<file path="config.mk">
export PLATFORM = sky130hd
export DESIGN_NAME = div_request_sequencer
export DESIGN_NICKNAME = d
export VERILOG_FILES = /design/src/rtl/div_request_sequencer_pkg.sv /design/src/rtl/div_timeout_counter.sv /design/src/rtl/div_request_sequencer.sv
export SDC_FILE = /design/constraint.sdc
export NUM_CORES = 1
export LEC_CHECK = 0
export ABC_AREA = 1
export CORE_MARGIN = 3
export CORE_UTILIZATION = 51
export CTS_CLUSTER_SIZE = 10
export DETAILED_ROUTE_END_ITERATION = 6
export PLACE_DENSITY = 0.83
export SYNTH_ARGS = -nofsm -noshare
export SYNTH_HDL_FRONTEND = slang
export SYNTH_SLANG_ARGS = --single-unit
</file>
<file path="constraint.sdc">
create_clock -name clk -period 2 [get_ports clk]
set_input_delay 0.3 -clock clk [delete_from_list [all_inputs] [get_ports clk]]
set_output_delay 0.3 -clock clk [all_outputs]
set_load 0.1 [all_outputs]
</file>
<file path="src/rtl/div_request_sequencer_pkg.sv">
// Shared types and constants for the divide request sequencer.
// State encoding matches the engine controller's view of the handshake.
package div_request_sequencer_pkg;

  localparam int DIV_W       = 5;
  localparam int DIV_TIMEOUT = 64;

  localparam logic RSP_OK  = 1'b0;
  localparam logic RSP_ERR = 1'b1;

  typedef enum logic [2:0] {
    ST_IDLE  = 3'd0,
    ST_START = 3'd1,
    ST_LOADB = 3'd2,
    ST_WAIT  = 3'd3,
    ST_CLR   = 3'd4,
    ST_RESP  = 3'd5
  } div_state_e;

endpackage

</file>
<file path="src/rtl/div_timeout_counter.sv">
// Watchdog for the WAIT phase: counts engine cycles and flags
// when the last permitted cycle is reached.
module div_timeout_counter #(
  parameter int TIMEOUT = 64
) (
  input  logic clk,
  input  logic rst_n,
  input  logic clr_i,
  input  logic en_i,
  output logic expired_o
);

  localparam int CW = (TIMEOUT > 1) ? $clog2(TIMEOUT) : 1;

  logic [CW-1:0] cnt_q, cnt_d;

  always_comb begin
    cnt_d = cnt_q;
    if (clr_i)
      cnt_d = '0;
    else if (en_i)
      cnt_d = cnt_q + CW'(1);
  end

  always_ff @(posedge clk or negedge rst_n) begin
    if (!rst_n)
      cnt_q <= '0;
    else
      cnt_q <= cnt_d;
  end

  assign expired_o = (cnt_q == CW'(TIMEOUT - 1));

endmodule

</file>
<file path="src/rtl/div_request_sequencer.sv">
// Request front-end for the repeated-subtraction divider: sequences
// operands onto the shared bus and returns results or errors.
module div_request_sequencer
  import div_request_sequencer_pkg::*;
#(
  parameter int W       = DIV_W,
  parameter int TIMEOUT = DIV_TIMEOUT
) (
  input  logic         clk,
  input  logic         rst_n,
  input  logic         req_valid,
  output logic         req_ready,
  input  logic [W-1:0] req_dividend,
  input  logic [W-1:0] req_divisor,
  output logic         rsp_valid,
  input  logic         rsp_ready,
  output logic [W-1:0] rsp_quotient,
  output logic [W-1:0] rsp_remainder,
  output logic         rsp_err,
  output logic         div_start,
  output logic [W-1:0] div_data,
  input  logic         div_done,
  input  logic [W-1:0] div_quot,
  input  logic [W-1:0] div_rem,
  output logic         div_clr
);

  div_state_e state_q, state_d;

  logic [W-1:0] dvd_q, dvd_d;
  logic [W-1:0] dvs_q, dvs_d;
  logic [W-1:0] quo_q, quo_d;
  logic [W-1:0] rem_q, rem_d;
  logic [W-1:0] data_q, data_d;
  logic         err_q, err_d;
  logic         ready_q, ready_d;
  logic         valid_q, valid_d;
  logic         start_q, start_d;
  logic         clr_q, clr_d;
  logic         cnt_clr, cnt_en, expired;

  div_timeout_counter #(
    .TIMEOUT (TIMEOUT)
  ) u_tmo (
    .clk       (clk),
    .rst_n     (rst_n),
    .clr_i     (cnt_clr),
    .en_i      (cnt_en),
    .expired_o (expired)
  );

  always_comb begin
    state_d = state_q;
    dvd_d   = dvd_q;
    dvs_d   = dvs_q;
    quo_d   = quo_q;
    rem_d   = rem_q;
    err_d   = err_q;
    cnt_clr = 1'b0;
    cnt_en  = 1'b0;

    unique case (state_q)
      ST_IDLE: begin
        if (req_valid) begin
          dvd_d = req_dividend;
          dvs_d = req_divisor;
          if (req_divisor == '0) begin
            quo_d   = '1;
            rem_d   = req_dividend;
            err_d   = RSP_ERR;
            state_d = ST_RESP;
          end else begin
            state_d = ST_START;
          end
        end
      end
      ST_START: state_d = ST_LOADB;
      ST_LOADB: begin
        cnt_clr = 1'b1;
        state_d = ST_WAIT;
      end
      ST_WAIT: begin
        cnt_en = 1'b1;
        // done has priority over a coincident timeout
        if (div_done) begin
          quo_d   = div_quot;
          rem_d   = div_rem;
          err_d   = RSP_OK;
          state_d = ST_CLR;
        end else if (expired) begin
          quo_d   = '0;
          rem_d   = '0;
          err_d   = RSP_ERR;
          state_d = ST_CLR;
        end
      end
      ST_CLR:  state_d = ST_RESP;
      ST_RESP: begin
        if (rsp_ready)
          state_d = ST_IDLE;
      end
      default: state_d = ST_IDLE;
    endcase

    ready_d = (state_d == ST_IDLE);
    valid_d = (state_d == ST_RESP);
    start_d = (state_d == ST_START);
    clr_d   = (state_d == ST_CLR);

    unique case (1'b1)
      (state_d == ST_START),
      (state_d == ST_LOADB): data_d = dvs_d;
      (state_d == ST_WAIT):  data_d = dvd_d;
      default:               data_d = '0;
    endcase
  end

  always_ff @(posedge clk or negedge rst_n) begin
    if (!rst_n) begin
      state_q <= ST_IDLE;
      dvd_q   <= '0;
      dvs_q   <= '0;
      quo_q   <= '0;
      rem_q   <= '0;
      data_q  <= '0;
      err_q   <= 1'b0;
      ready_q <= 1'b1;
      valid_q <= 1'b0;
      start_q <= 1'b0;
      clr_q   <= 1'b0;
    end else begin
      state_q <= state_d;
      dvd_q   <= dvd_d;
      dvs_q   <= dvs_d;
      quo_q   <= quo_d;
      rem_q   <= rem_d;
      data_q  <= data_d;
      err_q   <= err_d;
      ready_q <= ready_d;
      valid_q <= valid_d;
      start_q <= start_d;
      clr_q   <= clr_d;
    end
  end

  assign req_ready     = ready_q;
  assign rsp_valid     = valid_q;
  assign rsp_quotient  = quo_q;
  assign rsp_remainder = rem_q;
  assign rsp_err       = err_q;
  assign div_start     = start_q;
  assign div_data      = data_q;
  assign div_clr       = clr_q;

endmodule

</file>
# Word level (Yosys, flattened, before mapping)
# Index checks and enable logic that the tools add are counted.
# word_totals
regBits	39
inputBits	25
output_inout_bits	20
elab_cells	63
# op_classes
add_sub_neg	1
eq_ne	14
muxes	29
reduce_logical	7
# op_table
operator	n
$mux 5	11
$pmux 5 s2	3
$pmux 3 s6	1
$mux 3	5
$eq 3x2->1 const B	4
$eq 3x3->1 const B	4
$mux 6	2
$add 6x1->6 const B	1
$eq 3x1->1 const B	2
$eq 6x6->1 const B	1
$logic_not 3->1	2
$mux 1	6
$logic_not 5->1	1
$ne 2x2->1 const B	2
$reduce_and 4->1	1
$reduce_bool 2->1	2
$ne 3x3->1 const B	1
$pmux 1 s2	1
$reduce_or 2->1	1

# Depth between registers and ports, before layout
# depth
word_depth	7
mapped_depth	9
ltp_nobuf	9

# Hierarchy
# A second synthesis with hierarchy kept.
# hier_totals
hier_cells	211
area_unflattened_um2	1830.5
# modules_own_cells
module	n_inst	cells_each	area_each_um2	seq_area_each_um2
div_request_sequencer	1	169	1512.7	827.0
div_timeout_counter	1	42	317.8	150.1

# Worst setup path after synthesis
# No wires, ideal clock.
# synth_timing
path_type	register to register
start	register u_tmo.cnt_q[1]
end	register data_q[3] (netlist: div_data[3])
setup_ps	117
arrival_ps	1184
slack_ps	700
stages_incl_launch_ff	9
n_path_buf	0
synth_period_minus_slack_ps	1300
cell_sequence	dfrtp_1 -> ha_1 -> nand3_2 -> o21ai_2 -> nand2_4 -> nand3_2 -> nand2_2 -> nand2_1 -> nand2_1
# synth_between
elab_chain_len	7
elab_cells_between_ends	9
cone_classes	eq/ne: 4; mux: 4; reduce/logical: 1
# synth_rtl
item	line	text
start, declared	div_timeout_counter.sv:15	logic [CW-1:0] cnt_q, cnt_d;
start signal, assigned	div_timeout_counter.sv:29	cnt_q <= cnt_d;
$eq 6x6->1 (*)	div_timeout_counter.sv:32	assign expired_o = (cnt_q == CW'(TIMEOUT - 1));
$mux 3 (*)	div_request_sequencer.sv:90	end else if (expired) begin
$mux 3 (*)	div_request_sequencer.sv:85	if (div_done) begin
$pmux 3 s6 (*)	div_request_sequencer.sv:62	unique case (state_q)
$eq 3x1->1 / $eq 3x2->1 (equally long branches)	div_request_sequencer.sv:111, div_request_sequencer.sv:112	
$reduce_or 2->1	div_request_sequencer.sv:110	unique case (1'b1)
$pmux 5 s2 (*)	div_request_sequencer.sv:110	
named net data_d[3]	div_request_sequencer.sv:34	logic [W-1:0] data_q, data_d;
end signal, assigned	div_request_sequencer.sv:137	data_q <= data_d;
end, declared	div_request_sequencer.sv:34	
# The timed path passes the listed nets; every way through them passes the cells marked *.
# A chain may end at the register's enable or synchronous reset.

# Worst setup path after layout
# layout_timing
start	register state_q[0]
end	register data_q[0] (netlist: div_data[0])
# layout_between
elab_chain_len	6
elab_cells_between_ends	18
cone_classes	eq/ne: 8; mux: 8; reduce/logical: 2
# layout_rtl
item	line	text
start, declared	div_request_sequencer.sv:28	div_state_e state_q, state_d;
start signal, assigned	div_request_sequencer.sv:132	state_q <= state_d;
$mux 3	div_request_sequencer.sv:90	
$mux 3	div_request_sequencer.sv:85	
$pmux 3 s6	div_request_sequencer.sv:62	
$eq 3x1->1 / $eq 3x2->1 (equally long branches)	div_request_sequencer.sv:111, div_request_sequencer.sv:112	
$reduce_or 2->1	div_request_sequencer.sv:110	
$pmux 5 s2 (*)	div_request_sequencer.sv:110	
named net data_d[0]	div_request_sequencer.sv:34	
# Marked as above.

==> metrics <==
final setup margin 0.501 ns; initial antenna violation count 0; DR WL/cell 12.8 microns; detailed placement HPWL 2790 microns; initial core utilization 55.0%; antenna fix cells 0; Net Count, Synth 212; Initial DRC Count 93; kind of critical path reg2reg; GP Congestion 0.858; Startpoint Class flip-flop; syn_area_per_cell 9.32 sq um; number of global-route vias before repair 1325; final slew viol count 0; met1 Usage GRT 26.0%; top_reg_cell synth dfrtp_1; CTS tree built; Core Box Area 3150 sq um; DRC violations left 0; Die Width 64.3 microns; post-synthesis sequential area ratio 56.3%; layout cells sized above 1 23.3%; Critical Path AT 1.75 ns; all-layer global routing usage 20.1%; reg2reg setup slack 0.50 ns; global routing's busiest layer met2; final WL 3630 microns; DR vias 1382; fraction of registers with async set or reset after synthesis 100%; post-synthesis sequential element count 39; Critical Path RT 2.26 ns; Slew headroom 62.3%; setup TNS 0 ns; CTS root buf clkbuf_4; H-tree depth 2; Die ar. 4140 sq um; Final min period 1.50 ns; Slew @ Worst Pin 0.565 ns; CTS Sinks 39; Gate Count Post-Synth 186; Die H 64.3 microns; largest net degree at the start of global routing 27; gr ovfl total 0; maximum clock frequency 667 MHz; dpl ws 0.267 ns; most frequent cells in the layout nand2_1 (60), dfrtp_1 (38), clkdlybuf4s50_1 (23), buf_4 (22), nand3_1 (16); Area growth syn-to-layout 31.0%; num rows 20; worst clock skew 0.00834 ns; number of flops mapped to enable cells by yosys 0; status finished clean; RSZ-0062 raised after global routing no; Buffers on Ports 44; mapped cell area 1730 sq um; max cap viols 0; drt pass-1 iters 5; commonest non-fill, non-tap cell in the layout nand2_1; hold slack 0.453 ns; Crit Path Max Fanout 15; first-pass GRT wire length 6200 microns; clk_lat worst skew 0.35 ns; # fillers 261; Final Hold Fails 0; CTS buffer count 5; Synth Warn # 0; Nets 265; library cells used by synthesis 27; critical path endpoint category flip-flop; Setup-failing EPs final 0; met2 Usage GRT 31.3%; Clock transition at path regs 0.12 ns; Final Cycle Share 75.0%; Worst Hold Class in2async; IO Pins 45; Via density 4.87; met3 Track Usage GR 6.33%; Longest Clk Path Bufs 2; Routed Antenna Nets 0
-- cells by family after synthesis --
logic type	share of synthesized area (%)
compound gates	5.99
fa+ha+maj	0.721
buf+inv	5.05
xor+xnor	1.52
flops	56.3
simple gates	30.4
-- worst paths after layout --
| path | startpoint | to | depth (start not counted) |
|---|---|---|---|
| max | state_q[0] | div_data[0] | 8 |
| min | rst_n | rsp_remainder[2] | 2 |
| max reg2reg | state_q[0] | div_data[0] | 8 |
| min reg2reg | dvd_q[4] | dvd_q[4] | 2 |
| max in group asynchronous | rst_n | req_ready | 3 |
| min in group clk | dvd_q[4] | dvd_q[4] | 2 |
-- metrics by stage --
stage	utilization [%]	cell area (sq um)	std cells
CTS	72.1	2270	284
global placement	69.0	2180	275
floorplan	-	1730	186
finish	72.1	2270	284
detailed placement	69.0	2180	275
global route	72.1	2270	284
-- cell type report --
class / instances / area [sq um] / share of cell area [%]
Clock buffer: 6 / 51.3 / 2.26
Multi-Input combinational cell: 127 / 669 / 29.5
Sequential cell: 39 / 977 / 43.0
Inverter: 19 / 73.8 / 3.25
Clock inverter: 2 / 35.0 / 1.54
Timing Repair Buffer: 47 / 410 / 18.1
Tap cell: 44 / 55.1 / 2.42
-- layer usage --
metal | part of all wire (%) | vias to the layer above
met2 | 46 | 38
met3 | 6.3 | 7
met4 | 1.9 | 0
met1 | 46 | 640
li1 | - | 697
met5 | 0 | -
-- what timing repair did --
item	in CTS	in global routing
endpoints found under the setup margin	0	0
hold endpoints to repair	24	0
hold buffers	1	0
resized for setup	0	0
setup buffers	0	0
-- cell usage after synthesis (3+ instances only) --
cell	n	area share [%]
a21oi_1	5	1.4
a21oi_2	4	2.0
dfrtp_1	38	55
inv_1	15	3.2
inv_2	3	0.65
nand2_1	60	13
nand2_2	3	1.1
nand3_1	16	4.6
nand3_2	3	1.7
nor2_1	15	3.2
nor2_2	3	1.1
o21ai_0	4	1.2
xor2_1	3	1.5
-- flip-flops by register name (all words and copies together) (netlist names) --
signal and count:
div_clr 1, div_data 5, div_start 1, dvd_q 5
dvs_q 5, req_ready 1, rsp_err 1, rsp_quotient 5
rsp_remainder 5, rsp_valid 1, state_q 3, u_tmo.cnt_q 6
-- worst max-delay path, cell delays in order (launching register included) --
cell and delay, ns:
dfrtp_1 0.44, nor2_2 0.17, nand3_4 0.20, nor2_8 0.22, nor2_2 0.07, nand3_2 0.08, nand2_2 0.09, nand2_1 0.07
nand2_1 0.05
Power is not shown: default switching activity piles up to over one toggle a cycle in this logic, so the estimate is an artifact.
